### config.mk
export PLATFORM = sky130hd
export DESIGN_NAME = binary16_div_issue
export DESIGN_NICKNAME = d
export VERILOG_FILES = /design/src/rtl/binary16_div_issue.sv
export SDC_FILE = /design/constraint.sdc
export NUM_CORES = 1
export LEC_CHECK = 0
export ABC_AREA = 1
export CAP_MARGIN = 20
export CORE_MARGIN = 4
export CORE_UTILIZATION = 25
export CTS_CLUSTER_DIAMETER = 40
export DETAILED_ROUTE_END_ITERATION = 12
export PLACE_DENSITY = 0.48
export SLEW_MARGIN = 20
export SYNTH_ARGS = -nofsm -noshare
export SYNTH_HDL_FRONTEND = slang
export SYNTH_SLANG_ARGS = --single-unit
### constraint.sdc
create_clock -name clk_in -period 6.68 [get_ports clk_in]
set_input_delay 1.336 -clock clk_in [delete_from_list [all_inputs] [get_ports clk_in]]
set_output_delay 1.336 -clock clk_in [all_outputs]
set_load 0.005 [all_outputs]
### src/rtl/binary16_div_issue.sv
// Issue stage for the iterative binary16 divider: buffers operand pairs, resolves
// IEEE special cases locally and hands only normal pairs to the divider, one at a time.
module binary16_div_issue #(
    parameter int unsigned DEPTH = 4
) (
    input  logic        clk_in,
    input  logic        rst,
    input  logic [15:0] in_a,
    input  logic [15:0] in_b,
    input  logic        in_valid,
    output logic        in_ready,
    output logic [15:0] div_a,
    output logic [15:0] div_b,
    output logic        div_valid_out,
    input  logic [15:0] div_result,
    input  logic        div_valid_in,
    output logic [15:0] out_result,
    output logic        out_valid,
    input  logic        out_ready
);
    localparam int unsigned AW = $clog2(DEPTH);
    localparam int unsigned CW = AW + 1;
    localparam logic [15:0] QNAN = 16'h7E00;

    typedef enum logic {IDLE, WAIT} state_t;

    logic [31:0]   mem [DEPTH];
    logic [AW-1:0] wr_ptr, rd_ptr;
    logic [CW-1:0] count;
    logic          push, pop, empty;

    state_t        state_q, state_d;
    logic [15:0]   div_a_d, div_b_d, out_result_d;
    logic          div_valid_d, out_valid_d;

    logic [15:0]   head_a, head_b;
    logic          is_special;
    logic [15:0]   special_code;

    assign in_ready = !rst && (count != CW'(DEPTH));
    assign empty    = (count == '0);
    assign push     = in_valid && in_ready;
    assign head_a   = mem[rd_ptr][31:16];
    assign head_b   = mem[rd_ptr][15:0];

    // Operand storage; pointers wrap naturally since DEPTH is a power of two
    always_ff @(posedge clk_in) begin
        if (push) begin
            mem[wr_ptr] <= {in_a, in_b};
        end
    end

    always_ff @(posedge clk_in) begin
        if (rst) begin
            wr_ptr <= '0;
            rd_ptr <= '0;
            count  <= '0;
        end else begin
            if (push) wr_ptr <= wr_ptr + AW'(1);
            if (pop)  rd_ptr <= rd_ptr + AW'(1);
            case ({push, pop})
                2'b10:   count <= count + CW'(1);
                2'b01:   count <= count - CW'(1);
                default: count <= count;
            endcase
        end
    end

    // Special-case classification of the FIFO head; subnormals count as zero
    always_comb begin
        logic              sa, sb, sr;
        logic [4:0]        ea, eb;
        logic [9:0]        ma, mb;
        logic              nan_a, nan_b, inf_a, inf_b, zero_a, zero_b;
        logic signed [6:0] ef;

        sa = head_a[15];  ea = head_a[14:10];  ma = head_a[9:0];
        sb = head_b[15];  eb = head_b[14:10];  mb = head_b[9:0];
        sr = sa ^ sb;
        nan_a  = (ea == 5'd31) && (ma != '0);
        nan_b  = (eb == 5'd31) && (mb != '0);
        inf_a  = (ea == 5'd31) && (ma == '0);
        inf_b  = (eb == 5'd31) && (mb == '0);
        zero_a = (ea == 5'd0);
        zero_b = (eb == 5'd0);
        ef = $signed({2'b00, ea}) - $signed({2'b00, eb}) + 7'sd15
             - $signed({6'b000000, (ma < mb)});

        is_special   = 1'b1;
        special_code = QNAN;
        if (nan_a || nan_b) begin
            special_code = QNAN;
        end else if ((inf_a && inf_b) || (zero_a && zero_b)) begin
            special_code = QNAN;
        end else if (inf_a) begin
            special_code = {sr, 15'h7C00};
        end else if (inf_b) begin
            special_code = {sr, 15'h0000};
        end else if (zero_b) begin
            special_code = {sr, 15'h7C00};
        end else if (zero_a) begin
            special_code = {sr, 15'h0000};
        end else if (ef >= 7'sd31) begin
            special_code = {sr, 15'h7C00};
        end else if (ef <= 7'sd0) begin
            special_code = {sr, 15'h0000};
        end else begin
            is_special = 1'b0;
        end
    end

    always_ff @(posedge clk_in) begin
        if (rst) begin
            state_q       <= IDLE;
            div_a         <= '0;
            div_b         <= '0;
            div_valid_out <= 1'b0;
            out_result    <= '0;
            out_valid     <= 1'b0;
        end else begin
            state_q       <= state_d;
            div_a         <= div_a_d;
            div_b         <= div_b_d;
            div_valid_out <= div_valid_d;
            out_result    <= out_result_d;
            out_valid     <= out_valid_d;
        end
    end

    // Next state and next output values; a pop only happens with the output slot free
    always_comb begin
        state_d      = state_q;
        pop          = 1'b0;
        div_a_d      = div_a;
        div_b_d      = div_b;
        div_valid_d  = 1'b0;
        out_result_d = out_result;
        out_valid_d  = out_valid;
        if (out_valid && out_ready) begin
            out_valid_d = 1'b0;
        end
        case (state_q)
            IDLE: begin
                if (!empty && !out_valid) begin
                    pop = 1'b1;
                    if (is_special) begin
                        out_result_d = special_code;
                        out_valid_d  = 1'b1;
                    end else begin
                        div_a_d     = head_a;
                        div_b_d     = head_b;
                        div_valid_d = 1'b1;
                        state_d     = WAIT;
                    end
                end
            end
            WAIT: begin
                if (div_valid_in) begin
                    out_result_d = div_result;
                    out_valid_d  = 1'b1;
                    state_d      = IDLE;
                end
            end
            default: state_d = IDLE;
        endcase
    end
endmodule

==> qor.yml, run 1 <==
placed_design:
  port_buffers: 103
  place_congestion: 0.787
  hpwl_um: 14300
  dpl.cell_count: 1406
clock_network:
  cts_tree: "yes"
  cts.path.max_buffers: 2
  root_buffer: "clkbuf_16"
  cts.sinks: 188
  ctsResizeCount: 0
  htree_levels: 4
  post_cts_buffers: 0
  cts_made_buffers: 17
  clk_latency_ps: 440
  clk_pin_slew_ps: 80
  ctsHoldBuffers: 0
floorplanning:
  core_area_um2: 32700
  start_util: 0.255
  ios: 104
  die_x_um: 191
  die_h_um: 191
  die_area_um2: 36300
  rows: 66
synth:
  synth-seq-cells: 188
  synth_cells: 889
  syn_area_um2: 8340
  yosys_warnings: 0
  synthDistinctLibCells: 36
  syn_nets: 969
  synth-seq-area-share: 0.605
  avgSynthCellArea_um2: 9.38
route:
  ant_nets: 0
  wl_per_cell_um: 15.3
  first_pass_iters: 4
  dr_total_vias: 6150
  drt_iter0_markers: 359
  viasPerCell: 4.28
  wl_um: 22000
  drcViolationCount: 0
sta:
  rsz0062_at_grt: "no"
  max_freq_ghz: 0.191
  hold_slack_ps: 468
  post-route-min-period_ps: 5230
  skew_ps: 13.7
  slew_violations: 0
  maxSlewHeadroom: 0.291
  fin_crit_sh: 0.783
  finalSetupTns_ps: 0
  setup_viol: 0
  hold_viol: 0
  max_slew.worst_pin.slew_ps: 1060
power:
  ir_drop_v: 0.000445
  total_power_mw: 5.29
  p_per_area_nw_per_um2: 507
  p_leak_nw: 4.13
worst_setup_path:
  path_class: "reg -> reg"
  start_kind: "flop"
  critPathMaxFanout: 57
  rrSetupSlack_ps: 1450
  critical_path_required_ps: 7010
  end_kind: "flop"
  worst_ep_arrival_time_ps: 5560
grt:
  grt_max_degree: 67
  overflow: 0
  grt_pass1_vias: 5952
  antenna_found_initial: 0
  grt.total_usage: 0.123
  grt_pass1_wl_um: 34100
worst_hold_path:
  holdCritPathClass: "reg -> reg"
flow_run:
  maxCapViolations: 0
finish:
  nets: 1063
  instances_no_fill: 1438
  nFillCells: 3459
  layout-drive-gt1-share: 0.0602
  fin_util: 0.319
  syn_to_final_growth_pct: 24.9
  diodes: 0
run_status:
  status: "complete, no violations"
## synthesized netlist by cell type
cell type | count | share of area
a21boi_0 | 1 | 0.00090
a21oi_1 | 60 | 0.036
a31oi_1 | 2 | 0.0015
a32o_1 | 2 | 0.0024
and3_1 | 1 | 0.00075
buf_1 | 1 | 0.00045
buf_2 | 16 | 0.0096
buf_4 | 6 | 0.0054
buf_6 | 2 | 0.0027
clkbuf_1 | 13 | 0.0059
clkinv_1 | 2 | 0.00090
dfxtp_1 | 60 | 0.14
edfxtp_1 | 128 | 0.46
fa_1 | 3 | 0.0072
ha_1 | 24 | 0.036
inv_1 | 78 | 0.035
inv_2 | 8 | 0.0036
nand2_1 | 318 | 0.14
nand2_2 | 1 | 0.00075
nand3_1 | 86 | 0.052
nand3_2 | 1 | 0.0012
nand3b_1 | 4 | 0.0036
nand4_1 | 12 | 0.0090
nand4_4 | 1 | 0.0026
nor2_1 | 33 | 0.015
nor2_2 | 1 | 0.00075
nor2_4 | 1 | 0.0014
nor3_1 | 2 | 0.0012
nor3_2 | 1 | 0.0012
o2111ai_1 | 1 | 0.0011
o21a_1 | 1 | 0.00090
o21ai_0 | 12 | 0.0072
o21ai_1 | 1 | 0.00060
o21bai_1 | 1 | 0.00090
o22ai_1 | 1 | 0.00075
xor2_1 | 4 | 0.0042
## kinds of logic after synthesis
family	after synthesis	synth area share
and+or+nand+nor	462	0.232
DFF	188	0.605
buffers and inverters	126	0.0636
AOI/OAI and AO/OA	82	0.0522
adders and majority gates	27	0.0432
xor gates and xnor gates	4	0.00420
## area by class of cell
type | instances | area (um^2) | share of cell area
sequential | 188 | 5050 | 0.484
timing repair buffer | 113 | 1110 | 0.106
clock buffer | 18 | 429 | 0.0412
multi-input combinational | 575 | 2780 | 0.266
clock inverter | 14 | 178 | 0.0171
tap | 442 | 553 | 0.0531
inverter | 88 | 330 | 0.0317
## worst max-delay path: stages (launching register included)
cell and delay [ps]:
dfxtp_2 330, inv_2 730, nand2_1 130, nand3_1 110, nand2_1 140, ha_1 310
nand2_1 70, nor3_1 180, o2111ai_1 120, nand4_1 130, ha_1 180, ha_1 170
inv_1 60, fa_1 390, nor2_1 130, nor2_1 60, nand3b_1 140, nand2_1 110
nand2_1 60, nand2_1 50, nand2_1 60, nor2_2 150, nand3_1 90, nand2_1 580
nand2_1 370, nand3_1 180, nand2_1 50
## worst paths after layout
check | start | end | cells past startpoint
max | flop | out_result[9] | 26
min | div_a[9] | div_a[9] | 2
min reg2reg | div_a[9] | div_a[9] | 2
max reg2reg | flop | out_result[9] | 26
## where the power goes
| part | internal [mW] | switching, mW |
|---|---|---|
| Clock | 0.537 | 0.492 |
| Sequential | 1.37 | 0.0475 |
| Combinational | 0.944 | 1.90 |
| Total | 2.85 | 2.44 |
## flip-flops by register name, summed over array words and instances, names as in the netlist, named ones only
| register | count |
|---|---|
| div_b | 16 |
| wr_ptr | 2 |
| out_result | 16 |
| out_valid | 1 |
| count | 3 |
| rd_ptr | 2 |
| div_valid_out | 1 |
| state_q | 1 |
| mem | 128 |
| div_a | 16 |
## per-layer routing
| layer | vias to the layer above | part of all wire | track usage |
|---|---|---|---|
| li1 | 3118 | - | - |
| met1 | 2897 | 0.45 | 0.155 |
| met2 | 117 | 0.50 | 0.213 |
| met3 | 18 | 0.036 | 0.0276 |
| met4 | 0 | 0.015 | 0.0320 |
| met5 | - | 0 | 0 |
## cells in the final DEF, fill, tap and decap left out, types with 2 or more instances in the layout
cell             count
a21oi_1             60
a31oi_1              2
a32o_1               2
buf_4               10
clkbuf_16           17
clkdlybuf4s50_1    103
clkinv_1             2
clkinv_4             3
clkinv_8             4
dfxtp_1             59
edfxtp_1           128
fa_1                 3
ha_1                24
inv_1               78
inv_2                8
inv_6                3
inv_8                2
nand2_1            318
nand3_1             86
nand3b_1             4
nand4_1             12
nor2_1              29
nor2_2               5
nor3_1               2
o21ai_0             12
xor2_1               4
## metrics by stage
stage                     instance area (um^2)  worst slack [ps]
after floorplan                           8340              2970
after global placement                    9810              1540
after detailed placement                  9810              1480
after CTS                                10400              1470
after global routing                     10400               774
final                                    10400              1450
Power figures use the tool's default switching activity.
==> run 2, diff against run 1 <==
- clock period: 6.68 -> 5.4 ns (I/O delays scaled with it)
==> qor.yml, run 2 (synthesis results as in run 1) <==
run_status:
  status: "complete, no violations"
sta:
  rsz0062_at_grt: "no"
  post-route-min-period_ps: 4590  # -641 ps
  fin_crit_sh: 0.850  # +0.0670
  skew_ps: 21.1  # +7.40 ps
  finalSetupTns_ps: 0  # unchanged
  hold_viol: 0  # unchanged
  setup_viol: 0  # unchanged
  max_freq_ghz: 0.218  # +14%
  maxSlewHeadroom: 0.469  # +0.178
  max_slew.worst_pin.slew_ps: 794  # -269 ps
  slew_violations: 0  # unchanged
worst_setup_path:
  path_class: "reg -> reg"
  end_kind: "flop"
  worst_ep_arrival_time_ps: 4920  # -640 ps
  critPathMaxFanout: 25  # -56%
  start_kind: "flop"
  critical_path_required_ps: 5730  # -1280 ps
grt:
  antenna_found_initial: 0  # unchanged
  grt.total_usage: 0.125  # +0.00174
  grt_max_degree: 63  # -6.0%
  overflow: 0  # unchanged
  grt_pass1_wl_um: 34900  # +2.1%
  grt_pass1_vias: 6099  # +2.5%
clock_network:
  ctsResizeCount: 0  # unchanged
  post_cts_buffers: 0  # unchanged
  ctsHoldBuffers: 0  # unchanged
  cts.sinks: 188  # unchanged
  clk_latency_ps: 440  # about the same
  root_buffer: "clkbuf_16"
  cts_tree: "yes"
  cts.path.max_buffers: 2  # unchanged
  clk_pin_slew_ps: 80  # about the same
  htree_levels: 4  # unchanged
  cts_made_buffers: 17  # unchanged
finish:
  largest_register_ffs: 128  # unchanged
  nets: 1068  # +0.47%
  largest_register: "mem"
  diodes: 0  # unchanged
  syn_to_final_growth_pct: 25.8
  layout-drive-gt1-share: 0.0659  # +0.00569
  final_cell_mix: "nand2_1, edfxtp_1, clkdlybuf4s50_1"
  nFillCells: 3460  # +0.029%
  fin_area_um2: 10500  # +0.76%
  final_common_cell: "nand2_1"
floorplanning:
  die_h_um: 191  # unchanged
  die_area_um2: 36300  # unchanged
  start_util: 0.255  # unchanged
  ios: 104  # unchanged
  die_x_um: 191  # unchanged
  core_area_um2: 32700  # unchanged
  rows: 66  # unchanged
route:
  wl_per_cell_um: 15.4  # +0.78%
  wl_um: 22300  # +1.1%
  ant_nets: 0  # unchanged
  drcViolationCount: 0  # unchanged
  first_pass_iters: 5  # +1
  viasPerCell: 4.27  # -0.22%
  drt_iter0_markers: 332  # -7.5%
  dr_total_vias: 6158  # +0.13%
placed_design:
  place_area_um2: 9870  # +0.64%
  hpwl_um: 15000  # +4.8%
  port_buffers: 103  # unchanged
  place_congestion: 0.770  # -2.2%
flow_run:
  maxCapViolations: 0  # unchanged
power:
  p_per_area_nw_per_um2: 628  # +24%
  p_leak_nw: 4.18  # +1.2%
  ir_drop_v: 0.000516  # +16%
worst_hold_path:
  holdCritPathClass: "reg -> reg"
-- run 2: changes by cell type in the layout (fill, tap and decap cells not counted), sizes merged --
cell	change
buf	+5
clkinvlp	-1
inv	+1
clkbuf	+2
clkinv	-2
-- run 2: metal layers --
metal,track usage,share of wire,vias up
li1,-,-,3131
met1,0.162,0.47,2886
met2,0.211,0.48,125
met3,0.0276,0.041,16
met4,0.0307,0.011,0
met5,0,0,-
-- run 2: layout make-up --
class | count | area [um^2] | area share
clock buffer | 20 | 478 | 0.0455
timing repair buffer | 118 | 1170 | 0.111
sequential | 188 | 5050 | 0.481
inverter | 88 | 330 | 0.0315
clock inverter | 12 | 145 | 0.0138
multi-input combinational | 575 | 2780 | 0.264
tap | 442 | 553 | 0.0527
-- run 2: power breakdown --
group	internal (mW)	switching (mW)
sequential	1.69	0.0605
combinational	1.20	2.33
clock	0.712	0.596
-- run 2: path summary, 6_finish.rpt --
check	start	end	slack [ps]	cells past startpoint
max	flop	out_result[9]	810	26
min	div_b[14]	div_b[14]	470	2
max reg2reg	flop	out_result[9]	810	26
min reg2reg	div_b[14]	div_b[14]	470	2
-- run 2: metrics by stage --
| step | setup slack (ps) | instances | hold slack (ps) | power [mW] | utilization |
|---|---|---|---|---|---|
| floorplan | 1760 | 889 | 437 | 4.42 | - |
| global placement | 906 | 1411 | 456 | 5.32 | 0.302 |
| detailed placement | 815 | 1411 | 457 | 5.37 | 0.302 |
| CTS | 791 | 1443 | 474 | 6.70 | 0.321 |
| global route | 427 | 1443 | 484 | 7.26 | 0.321 |
| finish | 808 | 1443 | 468 | 6.59 | 0.321 |
-- run 2: critical path, stage by stage (launching register included) --
cell	delay, ps
dfxtp_1	320
inv_2	400
buf_4	310
nand3_1	90
nand2_1	100
inv_1	70
ha_1	190
inv_1	90
fa_1	440
inv_1	130
ha_1	180
inv_1	60
fa_1	400
nor2_1	140
nor2_1	60
nand3b_1	150
nand2_1	110
nand2_1	60
nand2_1	60
nand2_1	60
nor2_2	150
nand3_1	90
nand2_1	70
buf_4	270
nand2_1	250
nand3_1	180
nand2_1	50
